--- src/rtl/tml_pkg.sv ---
// Shared types and constants for the triplet margin loss operators.
package tml_pkg;

    typedef enum logic [1:0] {
        LOAD,
        DECIDE,
        EMIT
    } tml_state_e;

    localparam longint unsigned TML_MARGIN = 64'd65536;

    function automatic int tml_acc_w(input int dw, input int dim);
        return 2 * dw + 2 + $clog2(dim);
    endfunction

endpackage

--- src/rtl/tml_sqdiff_acc.sv ---
// Squared-difference accumulator: acc += (x - y)^2, with clear and enable.
module tml_sqdiff_acc
    import tml_pkg::*;
#(
    parameter int DW   = 16,
    parameter int ACCW = 37
) (
    input  logic                 clk,
    input  logic                 rst,
    input  logic                 clr_i,
    input  logic                 en_i,
    input  logic signed [DW-1:0] x_i,
    input  logic signed [DW-1:0] y_i,
    output logic [ACCW-1:0]      acc_o
);

    logic signed [DW:0]     diff;
    logic signed [2*DW+1:0] prod;
    logic [ACCW-1:0]        acc_q, acc_d;

    assign diff = {x_i[DW-1], x_i} - {y_i[DW-1], y_i};
    assign prod = diff * diff;

    always_comb begin
        acc_d = acc_q;
        if (clr_i)
            acc_d = '0;
        else if (en_i)
            acc_d = acc_q + {{(ACCW-2*DW-2){1'b0}}, prod};
    end

    always_ff @(posedge clk) begin
        if (rst)
            acc_q <= '0;
        else
            acc_q <= acc_d;
    end

    assign acc_o = acc_q;

endmodule

--- src/rtl/triplet_margin_loss_bwd.sv ---
// Triplet margin loss backward: buffer one triplet, decide hinge, stream grads.
// Optional loss output enabled by defining TML_LOSS_OUT_EN.
module triplet_margin_loss_bwd
    import tml_pkg::*;
#(
    parameter int              DW     = 16,
    parameter int              DIM    = 8,
    parameter longint unsigned MARGIN = TML_MARGIN,
    localparam int             ACCW   = tml_acc_w(DW, DIM)
) (
    input  logic                 clk,
    input  logic                 rst,
    input  logic                 valid_in,
    output logic                 ready_in,
    input  logic signed [DW-1:0] a_in,
    input  logic signed [DW-1:0] p_in,
    input  logic signed [DW-1:0] n_in,
    output logic                 valid_out,
    input  logic                 ready_out,
    output logic signed [DW+1:0] grad_a,
    output logic signed [DW+1:0] grad_p,
    output logic signed [DW+1:0] grad_n,
    output logic                 last_out,
    output logic                 active_out
`ifdef TML_LOSS_OUT_EN
    ,
    output logic [ACCW+1:0]      loss_out
`endif
);

    localparam int IW = $clog2(DIM);
    typedef logic [IW-1:0] idx_t;
    localparam idx_t IDX_LAST = idx_t'(DIM - 1);
    localparam logic [ACCW+1:0] MARG = (ACCW+2)'(MARGIN);

    tml_state_e state_q, state_d;
    idx_t       idx_q, idx_d, sel;
    logic       ready_q, in_hs, out_hs;
    logic       acc_en, acc_clr, ld_out;

    logic signed [DW-1:0] a_buf_q [DIM];
    logic signed [DW-1:0] p_buf_q [DIM];
    logic signed [DW-1:0] n_buf_q [DIM];

    logic [ACCW-1:0]      dap, dan;
    logic [ACCW+1:0]      hsum;
    logic                 hinge, act_sel;
    logic signed [DW:0]   d_np, d_pa, d_an;
    logic signed [DW+1:0] ga_d, gp_d, gn_d;

    logic                 valid_q, last_q, active_q;
    logic signed [DW+1:0] ga_q, gp_q, gn_q;

    assign in_hs  = valid_in & ready_q;
    assign out_hs = valid_q & ready_out;

    tml_sqdiff_acc #(.DW(DW), .ACCW(ACCW)) u_dap (
        .clk   (clk),
        .rst   (rst),
        .clr_i (acc_clr),
        .en_i  (acc_en),
        .x_i   (a_in),
        .y_i   (p_in),
        .acc_o (dap)
    );

    tml_sqdiff_acc #(.DW(DW), .ACCW(ACCW)) u_dan (
        .clk   (clk),
        .rst   (rst),
        .clr_i (acc_clr),
        .en_i  (acc_en),
        .x_i   (a_in),
        .y_i   (n_in),
        .acc_o (dan)
    );

    // Two's-complement sum in ACCW+2 bits; strictly positive means active.
    assign hsum  = {2'b00, dap} - {2'b00, dan} + MARG;
    assign hinge = ~hsum[ACCW+1] & (|hsum);

    always_comb begin
        state_d = state_q;
        idx_d   = idx_q;
        acc_en  = 1'b0;
        acc_clr = 1'b0;
        ld_out  = 1'b0;
        unique case (state_q)
            LOAD: begin
                if (in_hs) begin
                    acc_en = 1'b1;
                    if (idx_q == IDX_LAST) begin
                        idx_d   = '0;
                        state_d = DECIDE;
                    end else begin
                        idx_d = idx_q + idx_t'(1);
                    end
                end
            end
            DECIDE: begin
                ld_out  = 1'b1;
                state_d = EMIT;
            end
            EMIT: begin
                if (out_hs) begin
                    if (last_q) begin
                        idx_d   = '0;
                        acc_clr = 1'b1;
                        state_d = LOAD;
                    end else begin
                        idx_d  = idx_q + idx_t'(1);
                        ld_out = 1'b1;
                    end
                end
            end
            default: state_d = LOAD;
        endcase
    end

    // Element feeding the output register on the next load.
    assign sel     = (state_q == EMIT && !last_q) ? idx_q + idx_t'(1) : '0;
    assign act_sel = (state_q == DECIDE) ? hinge : active_q;

    assign d_np = {n_buf_q[sel][DW-1], n_buf_q[sel]}
                - {p_buf_q[sel][DW-1], p_buf_q[sel]};
    assign d_pa = {p_buf_q[sel][DW-1], p_buf_q[sel]}
                - {a_buf_q[sel][DW-1], a_buf_q[sel]};
    assign d_an = {a_buf_q[sel][DW-1], a_buf_q[sel]}
                - {n_buf_q[sel][DW-1], n_buf_q[sel]};

    assign ga_d = act_sel ? {d_np, 1'b0} : '0;
    assign gp_d = act_sel ? {d_pa, 1'b0} : '0;
    assign gn_d = act_sel ? {d_an, 1'b0} : '0;

    always_ff @(posedge clk) begin
        if (in_hs) begin
            a_buf_q[idx_q] <= a_in;
            p_buf_q[idx_q] <= p_in;
            n_buf_q[idx_q] <= n_in;
        end
    end

    always_ff @(posedge clk) begin
        if (rst) begin
            state_q  <= LOAD;
            idx_q    <= '0;
            ready_q  <= 1'b0;
            valid_q  <= 1'b0;
            last_q   <= 1'b0;
            active_q <= 1'b0;
            ga_q     <= '0;
            gp_q     <= '0;
            gn_q     <= '0;
        end else begin
            state_q <= state_d;
            idx_q   <= idx_d;
            ready_q <= (state_d == LOAD);
            if (ld_out) begin
                valid_q  <= 1'b1;
                last_q   <= (sel == IDX_LAST);
                active_q <= act_sel;
                ga_q     <= ga_d;
                gp_q     <= gp_d;
                gn_q     <= gn_d;
            end else if (out_hs) begin
                valid_q  <= 1'b0;
                last_q   <= 1'b0;
                active_q <= 1'b0;
                ga_q     <= '0;
                gp_q     <= '0;
                gn_q     <= '0;
            end
        end
    end

`ifdef TML_LOSS_OUT_EN
    logic [ACCW+1:0] loss_q;

    always_ff @(posedge clk) begin
        if (rst)
            loss_q <= '0;
        else if (state_q == DECIDE)
            loss_q <= hinge ? hsum : '0;
    end

    assign loss_out = loss_q;
`endif

    assign ready_in   = ready_q;
    assign valid_out  = valid_q;
    assign last_out   = last_q;
    assign active_out = active_q;
    assign grad_a     = ga_q;
    assign grad_p     = gp_q;
    assign grad_n     = gn_q;

endmodule

--- config.mk ---
export PLATFORM = sky130hd
export DESIGN_NAME = triplet_margin_loss_bwd
export DESIGN_NICKNAME = d
export VERILOG_FILES = /design/src/rtl/tml_pkg.sv /design/src/rtl/tml_sqdiff_acc.sv /design/src/rtl/triplet_margin_loss_bwd.sv
export SDC_FILE = /design/constraint.sdc
export NUM_CORES = 2
export LEC_CHECK = 0
export CAP_MARGIN = 20
export CORE_ASPECT_RATIO = 1.1
export CORE_UTILIZATION = 40
export DETAILED_ROUTE_END_ITERATION = 10
export MAX_ROUTING_LAYER = met4
export PLACE_DENSITY_LB_ADDON = 0.05
export RECOVER_POWER = 100
export SLEW_MARGIN = 10
export SYNTH_ARGS = -nofsm -noshare
export SYNTH_HDL_FRONTEND = slang
export SYNTH_SLANG_ARGS = --single-unit
--- constraint.sdc ---
create_clock -name clk -period 17.54 [get_ports clk]
set_clock_uncertainty 0.05 [all_clocks]
set_input_delay 3.508 -clock clk [delete_from_list [all_inputs] [get_ports clk]]
set_output_delay 3.508 -clock clk [all_outputs]
set_load 0.005 [all_outputs]
==> flow_summary_export.csv <==
group,metric,value,unit
clock_network,cts_max_level,2,
critical_path,cpMaxStageDelayCell,"dlygate4sd3_1",
clock_network,cts_tree,"done",
synth,syn_area,0.0473,sq mm
placed_design,gp_congestion,0.870,
clock_network,cts_sinks,518,
critical_path,critPathKind,"input port to register",
clock_network,root_buffer,"clkbuf_16",
sta,fin_ws,1.94,ns
final_layout,multi_input_area,0.0293,sq mm
sta,relSlewSlack,-383,%
clock_network,cts.clk_slew.worst_paths,0.06,ns
synth,ys_seq_area_share,30.0,%
synth,synth_edf_count,384,
global_route,grt_max_degree,114,
sta,period_needed,15.60,ns
synth,ys_ff_latch,518,
detailed_routing,route.detailed.drc,0,
final_layout,syn2layout_area_growth,9.91,%
critical_path,arrival,16.06,ns
floorplan,die_y,363,um
clock_network,postCtsSetupBuffers,0,
synth,synth.largest_area_cell,"edfxtp_1",
detailed_routing,via_per_inst,5.15,
sta,rsz0062_at_grt,"no",
detailed_routing,route.vias.total,32800,
critical_path,crit_path_max_fanout,12,
critical_path,critPathRequiredTime,18.00,ns
critical_path,worstSetupEndpointType,"register",
synth,yosysWarnings,0,
floorplan,design.core.area,0.118,sq mm
final_layout,drive_gt1_share,4.60,%
final_layout,fin_nets,5740,
global_route,grt_pass1_vias,34300,
synth,synthDominantCellAreaShare,24.4,%
detailed_routing,first_iter_violations,1740,
global_route,grt_pass1_wl,206,mm
sta,max_freq,64.1,MHz
detailed_routing,dr.pass1.iters,5,
sta,finalSetupViolCount,0,
hold_path,hold_path.class,"register to register",
hold_path,min_from,"grad_p[11]",
sta,finalMaxSlewViolations,700,
sta,timing.setup.tns,0,ns
global_route,grt-ovfl-total,0,
synth,synthCells,4711,
floorplan,rows,132,
sta,post-route-period-util,88.9,%
clock_network,clk_path_buf_depth,3,
status,violations,"max-capacitance violations, max-slew violations",
floorplan,start_util,40.3,%
critical_path,cpPeakStageDelay,0.72,ns
global_route,grt_util_all_layers,23.4,%
synth,synth_common_cells,"inv_1 (869), fa_1 (546), nand2_1 (448)",
clock_network,post_cts_hold_buffer_count,0,
critical_path,reg2reg_from,"idx_q[0]",
synth,synth.most_common_cell,"inv_1",
final_layout,seqCellArea,0.0142,sq mm
critical_path,crit_top_cell,"fa_1",
clock_network,cts-resized-gates,0,
sta,worst_pin_slew,7.24,ns
status,status,"finished with violations",
synth,postSynthAreaPerCell,10.0,sq um
critical_path,worstSetupStartpoint,"a_in[0]",
final_layout,nFillCells,11500,
placed_design,place_ws,1.60,ns
synth,synth.area.top_cells,"edfxtp_1 (24%), fa_1 (23%), ha_1 (9.6%)",
floorplan,io_pins,110,
synth,yosysUniqueCellTypes,92,
run,cap_violations,16,
detailed_routing,wl_per_cell,20.7,um
synth,synth_flop_cell,"edfxtp_1",
synth,async_reset_ff_share,0,%
detailed_routing,routed_wl,132,mm
global_route,antenna_found_initial,13,
clock_network,insertion_delay,0.68,ns
critical_path,critPathLaunchType,"input port",
sta,final_hold_viol_count,0,
clock_network,cts-buffers-inserted,60,
floorplan,dieArea,0.120,sq mm
placed_design,hpwl,102,mm
detailed_routing,antenna_left,0,
placed_design,numPortBuffers,106,
floorplan,dieWidth,330,um
==> metrics by stage <==
stage | cell area [sq um] | utilization, % | std cells | hold slack [ns]
6_report | 52000 | 44.3 | 6375 | 0.396
5_1_grt | 52000 | 44.2 | 6374 | 0.426
4_1_cts | 52200 | 44.4 | 6369 | 0.407
3_5_place_dp | 50200 | 42.7 | 6257 | 0.393
3_3_place_gp | 50200 | 42.7 | 6257 | 0.388
2_1_floorplan | 47400 | - | 4713 | 0.399
==> routing by layer <==
metal / routed length, um / global-route usage (%) / vias up
li1: - / - / 15800
met1: 58900 / 30.7 / 16300
met2: 64100 / 38.3 / 586
met3: 5890 / 3.20 / 159
met4: 3300 / 5.44 / 0
met5: 0 / - / -
==> kinds of logic (layout without fill, tap and decap cells) <==
kind of cell               Yosys count  in the layout  synth area share (%)
AOI/OAI and AO/OA                  881            881                  12.4
xor gates and xnor gates           209            209                  3.87
adders and majority gates          909            909                  32.7
buffers and inverters             1033           1149                  8.29
DFF                                518            518                  30.0
muxes                               65             65                  2.66
other                                1              8               0.00792
and+or+nand+nor                   1095           1095                  10.1
==> final cells by class <==
| class | count | share of cell area [%] |
|---|---|---|
| multi-input combinational | 3162 | 56.2 |
| clock inverter | 31 | 0.616 |
| timing repair buffer | 156 | 2.64 |
| antenna | 5 | 0.0240 |
| clock buffer | 81 | 3.13 |
| inverter | 881 | 6.36 |
| tap | 1541 | 3.71 |
| sequential | 518 | 27.3 |
==> worst max-delay path, delay by kind of cell <==
family                   cells  cell delay [ns]
XOR/XNOR                     2             0.32
AND/OR/NAND/NOR              8             1.08
buffers and inverters        8             2.27
AO/OA/AOI/OAI               18             4.61
adder cells (fa/ha/maj)     10             4.26
==> placed cells by master (no fill, tap or decap), drive strengths merged, types with 15 or more instances in the layout <==
cell type,count
clkbuf,98
a21o,75
dlygate4sd3,105
o21ai,161
o221ai,51
nor3,52
nand2b,36
xor2,63
xnor2,146
o31ai,15
ha,363
dfxtp,134
nor2b,30
buf,33
nand2,449
o21bai,27
a21oi,229
nor2,356
edfxtp,384
or3,19
mux2i,15
fa,546
and3,17
o21a,112
clkinv,32
nand3,61
o22ai,57
a211oi,22
or2,17
inv,875
mux4,48
==> worst paths after layout <==
kind | end | slack, ns | cells past startpoint
max | u_dan.acc_o[36] | 1.94 | 46
min | grad_p[11] | 0.40 | 2
max reg2reg | grad_a[17] | 4.09 | 22
min reg2reg | grad_p[11] | 0.40 | 2
==> flip-flops by register name, summed over array words and instances, names as in the netlist <==
signal       flops
grad_p          17
state_q          2
active_out       1
valid_out        1
grad_a          17
idx_q            3
p_buf_q        128
n_buf_q        128
u_dap.acc_o     37
ready_in         1
grad_n          17
a_buf_q        128
last_out         1
u_dan.acc_o     37
Power is not shown: default switching activity piles up to over one toggle a cycle in this logic, so the estimate is an artifact.
